===== src/rtl/mem_access_controller.sv =====
// mem_access_controller
//   Sequencer between the control unit and the external memory bus. Takes one
//   read or write request at a time, runs the bus handshake (with wait
//   states), positions store data on the byte lanes, aligns and extends load
//   data, and loads the Memory Data Register via a one-cycle mdr_write pulse.
//
//   Optional feature: define MEM_TIMEOUT_EN to abort an access after
//   TIMEOUT_CYCLES ACCESS cycles without bus_ready (reported on timeout_err).
//   Without it, ACCESS waits indefinitely and timeout_err is tied low.
//
// Ports
//   clk, reset       rising-edge clock, asynchronous active-high reset
//   mem_read/write   request strobes from the control unit (sampled in IDLE)
//   addr, wdata      byte address and right-justified store data
//   size, sign_ext   00 byte / 01 half / 1x word; sign- or zero-extend loads
//   busy, done       busy in ACCESS/RESP; done pulses once per request
//   mdr_write/data   MDR load pulse and aligned load data
//   misaligned       alignment fault, pulses with done
//   timeout_err      bus timeout, pulses with done
//   bus_*            word-aligned memory bus with byte enables and handshake

// One byte lane: byte-enable bit and store byte for lane LANE.
module mac_lane #(
    parameter int LANE  = 0,
    parameter int VEC_W = 8
) (
    input  logic [1:0]       size,
    input  logic [1:0]       k,
    input  logic [VEC_W-1:0] byte_b,  // candidate for a byte store
    input  logic [VEC_W-1:0] byte_h,  // candidate for a half store
    input  logic [VEC_W-1:0] byte_w,  // candidate for a word store
    output logic             be,
    output logic [VEC_W-1:0] wbyte
);
    always_comb begin
        be    = 1'b0;
        wbyte = byte_w;
        case (size)
            2'b00: begin
                be    = ({1'b0, k} == 3'(LANE));
                wbyte = byte_b;
            end
            2'b01: begin
                // Matches 4'b0011 << k truncated to four lanes.
                be    = ({1'b0, k} == 3'(LANE)) || (({1'b0, k} + 3'd1) == 3'(LANE));
                wbyte = byte_h;
            end
            default: be = 1'b1;
        endcase
    end
endmodule

module mem_access_controller #(
    parameter int ADDR_WIDTH     = 32,
    parameter int DATA_WIDTH     = 32,
    parameter int TIMEOUT_CYCLES = 16
) (
    input  logic                  clk,
    input  logic                  reset,
    input  logic                  mem_read,
    input  logic                  mem_write,
    input  logic [ADDR_WIDTH-1:0] addr,
    input  logic [DATA_WIDTH-1:0] wdata,
    input  logic [1:0]            size,
    input  logic                  sign_ext,
    output logic                  busy,
    output logic                  done,
    output logic                  mdr_write,
    output logic [DATA_WIDTH-1:0] mdr_data,
    output logic                  misaligned,
    output logic                  timeout_err,
    output logic [ADDR_WIDTH-1:0] bus_addr,
    output logic                  bus_rd,
    output logic                  bus_wr,
    output logic [3:0]            bus_be,
    output logic [DATA_WIDTH-1:0] bus_wdata,
    input  logic [DATA_WIDTH-1:0] bus_rdata,
    input  logic                  bus_ready
);
    localparam int NUM_LANES = 4;
    localparam int VEC_W     = 8;

    if (TIMEOUT_CYCLES < 1) begin : g_bad_timeout
        $error("TIMEOUT_CYCLES must be at least 1");
    end

    typedef enum logic [1:0] {S_IDLE, S_ACCESS, S_RESP} state_t;

    typedef struct packed {
        logic       is_write;
        logic       fault;     // misaligned; never reaches the bus
        logic [1:0] k;         // byte offset within the word
        logic [1:0] size;
        logic       sign_ext;
    } req_t;

    state_t state, state_nxt;
    req_t   req_q;

    logic                                accept;
    logic                                misalign_in;
    logic                                ready_hit;
    logic                                expire;
    logic                                to_flag;
    logic [NUM_LANES-1:0]                lane_be;
    logic [NUM_LANES-1:0][VEC_W-1:0]     lane_wdata;
    logic [ADDR_WIDTH-1:0]               bus_addr_q;
    logic [3:0]                          bus_be_q;
    logic [DATA_WIDTH-1:0]               bus_wdata_q;
    logic [DATA_WIDTH-1:0]               mdr_data_q;
    logic [DATA_WIDTH-1:0]               rd_aligned;
    logic [7:0]                          rd_byte;
    logic [15:0]                         rd_half;

    assign accept      = (state == S_IDLE) && (mem_read || mem_write);
    assign misalign_in = ((size == 2'b01) && addr[0]) || (size[1] && (addr[1:0] != 2'b00));
    assign ready_hit   = (state == S_ACCESS) && bus_ready;

    // Store lanes, computed from the live request and captured at accept.
    for (genvar i = 0; i < NUM_LANES; i++) begin : g_lane
        mac_lane #(.LANE(i), .VEC_W(VEC_W)) u_lane (
            .size   (size),
            .k      (addr[1:0]),
            .byte_b (wdata[7:0]),
            .byte_h (wdata[VEC_W*(i%2) +: VEC_W]),
            .byte_w (wdata[VEC_W*i +: VEC_W]),
            .be     (lane_be[i]),
            .wbyte  (lane_wdata[i])
        );
    end

`ifdef MEM_TIMEOUT_EN
    localparam int CNT_W = $clog2(TIMEOUT_CYCLES + 1);
    logic [CNT_W-1:0] to_cnt;

    // Expiry on the TIMEOUT_CYCLES-th idle ACCESS cycle; bus_ready in that
    // same cycle takes priority and completes the access normally.
    assign expire = (state == S_ACCESS) && !bus_ready &&
                    (to_cnt == CNT_W'(TIMEOUT_CYCLES - 1));

    always_ff @(posedge clk or posedge reset) begin
        if (reset) begin
            to_cnt  <= '0;
            to_flag <= 1'b0;
        end else begin
            if (accept)
                to_cnt <= '0;
            else if ((state == S_ACCESS) && !bus_ready)
                to_cnt <= to_cnt + CNT_W'(1);
            if (accept)
                to_flag <= 1'b0;
            else if (expire)
                to_flag <= 1'b1;
        end
    end
`else
    assign expire  = 1'b0;
    assign to_flag = 1'b0;
`endif

    // State register
    always_ff @(posedge clk or posedge reset) begin
        if (reset) state <= S_IDLE;
        else       state <= state_nxt;
    end

    // Next state
    always_comb begin
        state_nxt = state;
        case (state)
            S_IDLE:   if (accept) state_nxt = misalign_in ? S_RESP : S_ACCESS;
            S_ACCESS: if (bus_ready || expire) state_nxt = S_RESP;
            S_RESP:   state_nxt = S_IDLE;
            default:  state_nxt = S_IDLE;
        endcase
    end

    // Load alignment and extension from the captured offset/size.
    always_comb begin
        rd_byte = bus_rdata[{req_q.k, 3'b000} +: 8];
        rd_half = bus_rdata[{req_q.k[1], 4'b0000} +: 16];
        case (req_q.size)
            2'b00:   rd_aligned = {{24{req_q.sign_ext & rd_byte[7]}}, rd_byte};
            2'b01:   rd_aligned = {{16{req_q.sign_ext & rd_half[15]}}, rd_half};
            default: rd_aligned = bus_rdata;
        endcase
    end

    // Request capture and MDR data. Bus-facing registers hold their value
    // outside ACCESS; only the strobes qualify them.
    always_ff @(posedge clk or posedge reset) begin
        if (reset) begin
            req_q       <= '0;
            bus_addr_q  <= '0;
            bus_be_q    <= '0;
            bus_wdata_q <= '0;
            mdr_data_q  <= '0;
        end else begin
            if (accept) begin
                req_q       <= '{is_write: mem_write, fault: misalign_in, k: addr[1:0],
                                 size: size, sign_ext: sign_ext};
                bus_addr_q  <= {addr[ADDR_WIDTH-1:2], 2'b00};
                bus_be_q    <= lane_be;
                bus_wdata_q <= lane_wdata;
            end
            if (ready_hit && !req_q.is_write)
                mdr_data_q <= rd_aligned;
        end
    end

    // Outputs
    assign busy        = (state != S_IDLE);
    assign done        = (state == S_RESP);
    assign misaligned  = (state == S_RESP) && req_q.fault;
    assign timeout_err = (state == S_RESP) && to_flag;
    assign mdr_write   = (state == S_RESP) && !req_q.is_write && !req_q.fault && !to_flag;
    assign mdr_data    = mdr_data_q;
    assign bus_rd      = (state == S_ACCESS) && !req_q.is_write;
    assign bus_wr      = (state == S_ACCESS) && req_q.is_write;
    assign bus_addr    = bus_addr_q;
    assign bus_be      = bus_be_q;
    assign bus_wdata   = bus_wdata_q;

endmodule


===== config.mk =====
export PLATFORM = sky130hd
export DESIGN_NAME = mem_access_controller
export DESIGN_NICKNAME = d
export VERILOG_FILES = /design/src/rtl/mem_access_controller.sv
export SDC_FILE = /design/constraint.sdc
export NUM_CORES = 1
export LEC_CHECK = 0
export CAP_MARGIN = 15
export CELL_PAD_IN_SITES_DETAIL_PLACEMENT = 1
export CELL_PAD_IN_SITES_GLOBAL_PLACEMENT = 1
export CORE_MARGIN = 5
export CORE_UTILIZATION = 28
export CTS_CLUSTER_DIAMETER = 80
export DETAILED_ROUTE_END_ITERATION = 12
export PLACE_DENSITY = 0.79
export SETUP_SLACK_MARGIN = 0.05
export SLEW_MARGIN = 20
export SYNTH_ARGS = -nofsm -noshare
export SYNTH_HDL_FRONTEND = slang
export SYNTH_SLANG_ARGS = --single-unit

===== constraint.sdc =====
create_clock -name clk -period 3.7 [get_ports clk]
set_input_delay 0.74 -clock clk [delete_from_list [all_inputs] [get_ports clk]]
set_output_delay 0.74 -clock clk [all_outputs]
set_load 0.05 [all_outputs]

# == Word level (Yosys, flattened, before mapping) ==
# Index checks and enable logic that the tools add are counted.
# totals
in_bits,104
regBits,107
wordCells,66
out_inout_bits,107
# classes
shifts,2
eq_ne,12
bitwise,2
n_mux,12
reduce_logical,27
addsub,1
# ops
op,n
one-hot mux 32 bit (2 select lines),1
variable part select 32 x 6 -> 16 bit,1
variable part select 32 x 6 -> 8 bit,1
two-way mux 8 bit,2
one-hot mux 8 bit (2 select lines),1
logical AND 1 bit,10
equality test 2 x 1 -> 1 bit (second input constant),4
logical NOT 2 bit,4
one-hot mux 1 bit (2 select lines),4
equality test 2 bit (second input constant),3
equality test 3 x 2 -> 1 bit (second input constant),2
logical OR 1 bit,6
two-way mux 2 bit,3
inequality test 2 bit (second input constant),2
one-hot mux 2 bit (2 select lines),1
nonzero test 2 bit,2
adder 2 x 1 -> 3 bit (second input constant),1
equality test 3 x 1 -> 1 bit (second input constant),1
logical NOT 3 bit,1
AND 1 bit,2
logical NOT 1 bit,2
AND reduction 2 bit,1
OR reduction 2 bit,1

# == Logic depth before layout (Yosys ltp) ==
# Gate-level depths: netlist of run 1.
# depth
word_depth,6
mapped_depth,6

# == By module ==
# Synthesis of run 1 repeated with hierarchy kept, for this count alone.
# hier_totals
cells_unflattened,488
area_unflattened_um2,5398.9
# by_module_without_submodules
mod,area_per_inst_um2,seq_area_each_um2,n_inst,cells_per_inst
mem_access_controller,4654.5,2677.6,1,374
mac_lane at g_lane[2].u_lane,200.2,0.0,1,31
mac_lane at g_lane[3].u_lane,183.9,0.0,1,28
mac_lane at g_lane[0].u_lane,180.2,0.0,1,27
mac_lane at g_lane[1].u_lane,180.2,0.0,1,28

# == Worst setup path after synthesis of run 1 ==
# Ideal clock, no wire load.
# synth_timing
path_kind,register to output
start,register state[0]
end,output port mdr_write
n_path_buf,0
path_slack_ns,0.553
t_arrival_ns,2.407
path_stages_with_launch,3
t_required_ns,2.960
path_cell_list,dfrtp_1 -> nor2b_1 -> nor3b_1
# synth_via
elab_chain_cells,3
# synth_rtl
element,line,rtl
start: declaration,97,"state_t state, state_nxt;"
start signal: assignment,164,else state <= state_nxt;
equality test 2 bit,n/a,
net done,67,"output logic done,"
logical AND 1 bit (2 in a row),216,assign mdr_write = (state == S_RESP) && !req_q.is_write && !req_q.fault && !to_flag;
end: declaration,68,"output logic mdr_write,"
# The timed path passes the listed nets, and every way through them passes these cells.

# == Final worst setup path of run 1 ==
# layout_timing
start,register state[1]
end,output port mdr_write
# layout_via
elab_chain_cells,3
# layout_rtl
element,line
equality test 2 bit,216
logical AND 1 bit (2 in a row),216
# No other way between the ends.

==> results.rst, run 1 <==
.. list-table::
   :header-rows: 1

   * - Metric
     - Value
   * - Share of cell area taken by muxes after synthesis
     - 0.06448
   * - Total die area
     - 0.02088 sq mm
   * - Wire length of the first global-routing pass
     - 27.23 mm
   * - Number of cells upsized or downsized after cts
     - 0
   * - Cell area after synthesis
     - 0.005065 sq mm
   * - Final net count
     - 862
   * - Drt first-iter violations
     - 201
   * - Clock H-tree levels
     - 3
   * - Floorplan die width
     - 144.5 microns
   * - Die height
     - 144.5 microns
   * - Count of yosys warnings during synthesis
     - 0
   * - Footprint of the multi-input gates
     - 0.002182 sq mm
   * - R2R Path End
     - mdr_data[2]$_DFFE_PP0P_
   * - Number of vias after detailed routing
     - 4667
   * - Library cell occupying the most area in the post-synthesis netlist
     - sky130_fd_sc_hd__dfrtp_1
   * - Standard-cell row count
     - 49
   * - Required @ worst endpoint
     - 2960 ps
   * - Hold path startpoint
     - bus_addr[16]$_DFFE_PP0P_
   * - Share of the synthesized area in compound gates (AO/OA/AOI/OAI)
     - 0.1013
   * - List of most frequent post-synthesis cells
     - sky130_fd_sc_hd__nand2_1, sky130_fd_sc_hd__dfrtp_1, sky130_fd_sc_hd__nand3_1
   * - Overall power of the completed layout
     - 7.479 mW
   * - Starting density of the core
     - 0.2829
   * - Post-route setup TNS
     - 0 ps
   * - Layout Area Growth over Synthesis
     - 50.52%
   * - Sink Count
     - 107
   * - Worst min-delay path class
     - flip-flop to flip-flop
   * - Synthesized area per cell
     - 8.980 sq um
   * - Type of origin of the critical path
     - flip-flop
   * - Number of buffer cells added on primary ports
     - 207
   * - Outcome
     - completed
   * - Hold Violations, Final
     - 0
   * - Number of remaining DRC errors
     - 0
   * - Max-cap violations
     - 0
   * - Number of CTS-inserted buffers
     - 9
   * - CTS max path bufs
     - 2
   * - Transition time at the pin with the least slew margin
     - 794.7 ps
   * - Peak VDD IR
     - 472.9 uV
   * - Pre-Repair DR Iteration Count
     - 4
   * - Period utilization
     - 0.7470
   * - Register Area
     - 0.002679 sq mm
   * - Insertion delay of the later-clocked pin in the worst-skew pair
     - 360 ps
   * - Fin. max-slew vios
     - 0
   * - Dominant combinational cell family by area after synthesis
     - simple AND/OR/NAND/NOR gates
   * - Fraction of final layout cells sized beyond drive strength 1
     - 0.05416
   * - Via count of the first global-routing pass
     - 4958
   * - Post-CTS Hold Buffers
     - 0
   * - Placeable Area
     - 0.01790 sq mm
   * - Filler Cell Count
     - 2104
   * - Worst setup slack after layout
     - 936.0 ps
   * - Overflow after GRT
     - 0
   * - Critical path data arrival time
     - 2020 ps
   * - Util after Layout
     - 0.4258
   * - Number of enable-type register cells in the synthesized netlist
     - 0
   * - Peak fanout along the critical path
     - 5
   * - Maximum clock frequency
     - 361.8 MHz
   * - Library cell with the highest instance count after synthesis
     - sky130_fd_sc_hd__nand2_1
   * - Count of pins on the block boundary
     - 211
   * - Number of endpoints failing setup at the final stage
     - 0
   * - Rel. slew slack
     - 0.4682
   * - Number of antenna cells inserted
     - 0
   * - Area share of fa/ha/maj cells after synthesis
     - 0.01482
   * - Number of setup buffers added after CTS
     - 0
   * - GRT Resource Usage Total
     - 0.1663
   * - Synth async-reset ratio
     - 1.000
   * - Total power density per cell area
     - 981.0 mW/mm^2
   * - RSZ-0062 raised after global routing
     - false
   * - Via-per-instance ratio
     - 4.733
   * - Hold WS
     - 477.1 ps
   * - Source of the critical timing path
     - state[1]$_DFFE_PP0P_
   * - Number of antenna violations at the first check in global routing
     - 1
   * - Reported leakage power
     - 3.406 nW
   * - Synthesis-stage register bit count
     - 107
   * - Post-detail-place hpwl
     - 13.06 mm
   * - Worst setup skew after layout
     - 10.25 ps
   * - Tmin final
     - 2764 ps
   * - Post-detailed-route wirelength per cell
     - 17.84 microns
   * - Worst reg2reg path startpoint
     - req_q[1]$_DFFE_PP0P_
   * - Proportion of netlist area held by the largest area contributor
     - 0.5287
   * - TritonCTS clock tree
     - done
   * - Slack of the worst reg-to-reg path
     - 1610 ps
   * - Simple logic cell fraction of the synthesized area
     - 0.2463
   * - Cell count after synthesis
     - 564
   * - Routability-driven placement congestion ratio
     - 0.7653
   * - XOR/XNOR Fraction of Synth Area
     - 0
   * - CTS clk-pin slew, worst paths
     - 80 ps
   * - Type of the worst setup path
     - flip-flop to output port
   * - Clock root buffer
     - sky130_fd_sc_hd__clkbuf_16
   * - Dpl ws
     - 1014 ps
   * - Kind of end point of the critical path
     - output port
   * - Post-synthesis sequential area ratio
     - 0.5287
   * - Critical path destination
     - mdr_write
   * - Routed Antenna Nets
     - 0
   * - Ranking of synthesized cells by area
     - sky130_fd_sc_hd__dfrtp_1, sky130_fd_sc_hd__nand2_1, sky130_fd_sc_hd__mux2i_1
   * - Routed Wire Length
     - 17.59 mm
   * - Cell depth of the worst hold path
     - 2
   * - Pin count of the biggest net entering global routing
     - 52
   * - Predominant post-synthesis flop cell
     - sky130_fd_sc_hd__dfrtp_1
   * - Number of cell instances on the worst register-to-register path
     - 4
   * - Distinct cells, synth
     - 42
==> worst min-delay path by stage <==
stage / endpoint / slack, ps
global placement: bus_addr[17]$_DFFE_PP0P_ / 460
global route: bus_addr[28]$_DFFE_PP0P_ / 500
CTS: bus_addr[16]$_DFFE_PP0P_ / 480
floorplan: req_q[5]$_DFFE_PP0P_ / 480
finish: bus_addr[16]$_DFFE_PP0P_ / 480
detailed placement: bus_addr[16]$_DFFE_PP0P_ / 460
==> power by group <==
part | total [mW] | switching, mW | internal, mW
registers | 2.13 | 0.418 | 1.71
logic | 4.39 | 2.96 | 1.43
clock network | 0.955 | 0.488 | 0.468
total | 7.48 | 3.87 | 3.61
==> through the flow <==
stage,area [sq um],cells
final,7624,986
after global routing,7624,986
after global placement,7340,970
after floorplan,5072,566
after detailed placement,7340,970
after CTS,7622,986
==> layout make-up <==
cell class / instances / share of cell area
tap: 229 / 0.03758
multi-input combinational: 410 / 0.2862
sequential: 107 / 0.3514
clock buffer: 9 / 0.02954
clock inverter: 7 / 0.007550
timing repair buffer: 215 / 0.2829
inverter: 9 / 0.004760
==> cell families after synthesis <==
kind of cell,count (synthesis)
other,1
buffers and inverters,49
AO/OA/AOI/OAI,84
adder cells (fa/ha/maj),6
AND/OR/NAND/NOR,285
flip-flops,107
multiplexers,32
==> layer usage <==
| layer | vias to the layer above | part of all wire | global-route usage |
|---|---|---|---|
| li1 | 2248 | - | - |
| met1 | 2257 | 0.43 | 0.2189 |
| met2 | 145 | 0.47 | 0.2643 |
| met3 | 15 | 0.090 | 0.05522 |
| met4 | 2 | 0.011 | 0.04320 |
| met5 | - | 0.0011 | 0 |
==> worst max-delay path: stages, from the launching register on <==
cell and delay (ps):
sky130_fd_sc_hd__dfrtp_1 400, sky130_fd_sc_hd__nor2b_1 210, sky130_fd_sc_hd__nor3b_1 200, sky130_fd_sc_hd__clkdlybuf4s50_1 860
==> flip-flops by register name (all words and copies together) (netlist names) <==
signal / cells
bus_addr: 30
bus_be: 4
bus_wdata: 32
mdr_data: 32
req_q: 7
state: 2
==> placed cells by master, fill, tap and decap left out, types with 3 or more instances in the layout <==
cell type	instances
sky130_fd_sc_hd__a21oi_1	23
sky130_fd_sc_hd__a221o_1	6
sky130_fd_sc_hd__and2_1	4
sky130_fd_sc_hd__and3_1	3
sky130_fd_sc_hd__buf_4	6
sky130_fd_sc_hd__clkbuf_16	9
sky130_fd_sc_hd__clkdlybuf4s50_1	207
sky130_fd_sc_hd__conb_1	3
sky130_fd_sc_hd__dfrtp_1	106
sky130_fd_sc_hd__ha_1	6
sky130_fd_sc_hd__inv_1	8
sky130_fd_sc_hd__mux2_2	5
sky130_fd_sc_hd__mux2i_1	27
sky130_fd_sc_hd__nand2_1	183
sky130_fd_sc_hd__nand2b_1	3
sky130_fd_sc_hd__nand3_1	42
sky130_fd_sc_hd__nand3b_1	10
sky130_fd_sc_hd__nor2_1	24
sky130_fd_sc_hd__nor2b_1	4
sky130_fd_sc_hd__nor3_1	3
sky130_fd_sc_hd__o21ai_0	35
sky130_fd_sc_hd__o31a_1	3
Power figures use the tool's default switching activity.
==> run 2, diff against run 1 <==
- clock period: 3.7 -> 2.3 ns (I/O delays scaled with it)
==> results.rst, run 2 (synthesis gave the netlist of run 1 again) <==
.. list-table::
   :header-rows: 1

   * - Metric
     - Value
   * - Outcome
     - completed (unchanged)
   * - Peak VDD IR
     - 672.2 uV (was 472.9 uV)
   * - Number of vias after detailed routing
     - 4720 (was 4667)
   * - Worst Hold Endpoint
     - bus_wdata[1]$_DFFE_PP0P_ (was bus_addr[16]$_DFFE_PP0P_)
   * - Maximum clock frequency
     - 454.4 MHz
   * - Overflow after GRT
     - 0 (unchanged)
   * - Count of pins on the block boundary
     - 211 (unchanged)
   * - Most used cells in the layout excluding fill and tap cells
     - sky130_fd_sc_hd__clkdlybuf4s50_1, sky130_fd_sc_hd__nand2_1, sky130_fd_sc_hd__dfrtp_1 (unchanged)
   * - Worst setup skew after layout
     - 10.71 ps (was 10.25 ps)
   * - Number of CTS-inserted buffers
     - 9 (unchanged)
   * - Most frequent standard cell in the layout excluding fill and tap cells
     - sky130_fd_sc_hd__clkdlybuf4s50_1 (unchanged)
   * - RSZ-0062 raised after global routing
     - false (unchanged)
   * - Type of the worst setup path
     - flip-flop to output port (unchanged)
   * - Drt first-iter violations
     - 163 (was 201)
   * - Filler Cell Count
     - 2074 (was 2104)
   * - Via count of the first global-routing pass
     - 4918 (was 4958)
   * - CTS clk-pin slew, worst paths
     - 70 ps (was 80 ps)
   * - GRT Resource Usage Total
     - 0.1625 (was 0.1663)
   * - Routed Antenna Nets
     - 0 (unchanged)
   * - Number of antenna cells inserted
     - 0 (unchanged)
   * - Sink Count
     - 107 (unchanged)
   * - Rel. slew slack
     - 0.5783 (was 0.4682)
   * - Post-route setup TNS
     - 0 ps (unchanged)
   * - Total die area
     - 0.02088 sq mm (unchanged)
   * - Type of origin of the critical path
     - flip-flop (unchanged)
   * - Number of buffer cells added on primary ports
     - 207 (unchanged)
   * - Fin. max-slew vios
     - 0 (unchanged)
   * - Pin count of the biggest net entering global routing
     - 62 (was 52)
   * - Period utilization
     - 0.9568
   * - Clock H-tree levels
     - 3 (unchanged)
   * - Worst setup slack after layout
     - 99.28 ps (was 936.0 ps)
   * - Transition time at the pin with the least slew margin
     - 632.5 ps (was 794.7 ps)
   * - Number of cell instances on the worst register-to-register path
     - 4 (unchanged)
   * - R2R Path End
     - mdr_data[6]$_DFFE_PP0P_ (was mdr_data[2]$_DFFE_PP0P_)
   * - Reported leakage power
     - 3.539 nW (was 3.406 nW)
   * - Filler-free cell count of the finished design
     - 1002 (was 986)
   * - Starting density of the core
     - 0.2829 (unchanged)
   * - Critical path data arrival time
     - 1740 ps (was 2020 ps)
   * - Max-cap violations
     - 0 (unchanged)
   * - Number of endpoints failing setup at the final stage
     - 0 (unchanged)
   * - Total power density per cell area
     - 1582 mW/mm^2 (was 981.0 mW/mm^2)
   * - Number of antenna violations at the first check in global routing
     - 0 (was 1)
   * - Hold path startpoint
     - bus_wdata[1]$_DFFE_PP0P_ (was bus_addr[16]$_DFFE_PP0P_)
   * - Cell count after placement
     - 986 (was 970)
   * - Floorplan die width
     - 144.5 microns (unchanged)
   * - Insertion delay of the later-clocked pin in the worst-skew pair
     - 350 ps (was 360 ps)
   * - Tmin final
     - 2201 ps
   * - Hold Violations, Final
     - 0 (unchanged)
   * - Post-detailed-route wirelength per cell
     - 17.06 microns (was 17.84 microns)
   * - Peak fanout along the critical path
     - 5 (unchanged)
   * - Slack of the worst reg-to-reg path
     - 560 ps (was 1610 ps)
   * - Wire length of the first global-routing pass
     - 26.57 mm (was 27.23 mm)
   * - Worst min-delay path class
     - flip-flop to flip-flop (unchanged)
   * - Layout Area Growth over Synthesis
     - 54.50% (was 50.52%)
   * - Pre-Repair DR Iteration Count
     - 4 (unchanged)
   * - Via-per-instance ratio
     - 4.711 (was 4.733)
   * - Final net count
     - 878 (was 862)
   * - Kind of end point of the critical path
     - output port (unchanged)
   * - Placeable Area
     - 0.01790 sq mm (unchanged)
   * - Source of the critical timing path
     - state[0]$_DFFE_PP0P_ (was state[1]$_DFFE_PP0P_)
   * - Worst reg2reg path startpoint
     - req_q[1]$_DFFE_PP0P_ (unchanged)
   * - Routability-driven placement congestion ratio
     - 0.7796 (was 0.7653)
   * - Register Area
     - 0.002678 sq mm (was 0.002679 sq mm)
   * - Standard-cell row count
     - 49 (unchanged)
   * - Clock root buffer
     - sky130_fd_sc_hd__clkbuf_16 (unchanged)
   * - Die height
     - 144.5 microns (unchanged)
   * - Footprint of the multi-input gates
     - 0.002196 sq mm (was 0.002182 sq mm)
   * - Number of remaining DRC errors
     - 0 (unchanged)
   * - Cell depth of the worst hold path
     - 2 (unchanged)
   * - CTS max path bufs
     - 2 (unchanged)
   * - Fraction of final layout cells sized beyond drive strength 1
     - 0.07891 (was 0.05416)
   * - Routed Wire Length
     - 17.10 mm (was 17.59 mm)
   * - TritonCTS clock tree
     - done (unchanged)
   * - Dpl ws
     - 149.5 ps (was 1014 ps)
   * - Post-detail-place hpwl
     - 12.85 mm (was 13.06 mm)
   * - Required @ worst endpoint
     - 1840 ps (was 2960 ps)
-- run 2: worst max-delay path by stage --
stage | depth (start not counted) | endpoint | slack [ps]
floorplan | 2 | mdr_write | 350
global placement | 6 | mdr_data[11]$_DFFE_PP0P_ | 210
detailed placement | 6 | mdr_data[13]$_DFFE_PP0P_ | 150
CTS | 3 | busy | 70
global route | 3 | busy | 50
finish | 3 | busy | 100
-- run 2: layout make-up --
| class | count | area share |
|---|---|---|
| clock buffer | 10 | 0.02926 |
| multi-input combinational | 410 | 0.2806 |
| tap | 229 | 0.03662 |
| inverter | 9 | 0.004797 |
| sequential | 107 | 0.3422 |
| timing repair buffer | 231 | 0.2944 |
| clock inverter | 6 | 0.01215 |
-- run 2: report_power, final --
group	total [mW]	internal [mW]	switching (mW)
Sequential	3.36	2.76	0.601
Combinational	7.30	2.44	4.86
Clock	1.72	0.968	0.751
-- run 2: repair_timing --
item | in CTS | in global routing
buffers inserted | 0 | 0
gates resized for setup | 1 | 0
endpoints found under the setup margin | 1 | 0
hold buffers | 0 | 0
-- run 2: through the flow --
stage               power [mW]  utilization  hold WS (ps)  instance area, sq um
floorplan                8.021            -         505.1                  5090
global placement         10.67       0.4191         456.6                  7502
detailed placement       10.80       0.4191         462.0                  7502
CTS                      12.57       0.4371         480.4                  7825
global route             13.15       0.4371         503.5                  7825
finish                   12.38       0.4371         476.2                  7825
-- run 2: worst max-delay path, cell delays in order, from the launching register on --
cell	delay [ps]
sky130_fd_sc_hd__dfrtp_1	440
sky130_fd_sc_hd__nor2_2	80
sky130_fd_sc_hd__inv_1	60
sky130_fd_sc_hd__clkdlybuf4s50_1	810
-- run 2: metal layers --
metal	part of all wire	up-vias	wire length (microns)	GRT usage
li1	-	2282	-	-
met1	0.42	2266	7233	0.2109
met2	0.45	158	7653	0.2509
met3	0.11	14	1954	0.06581
met4	0.015	0	257	0.04664
met5	0	-	0	0
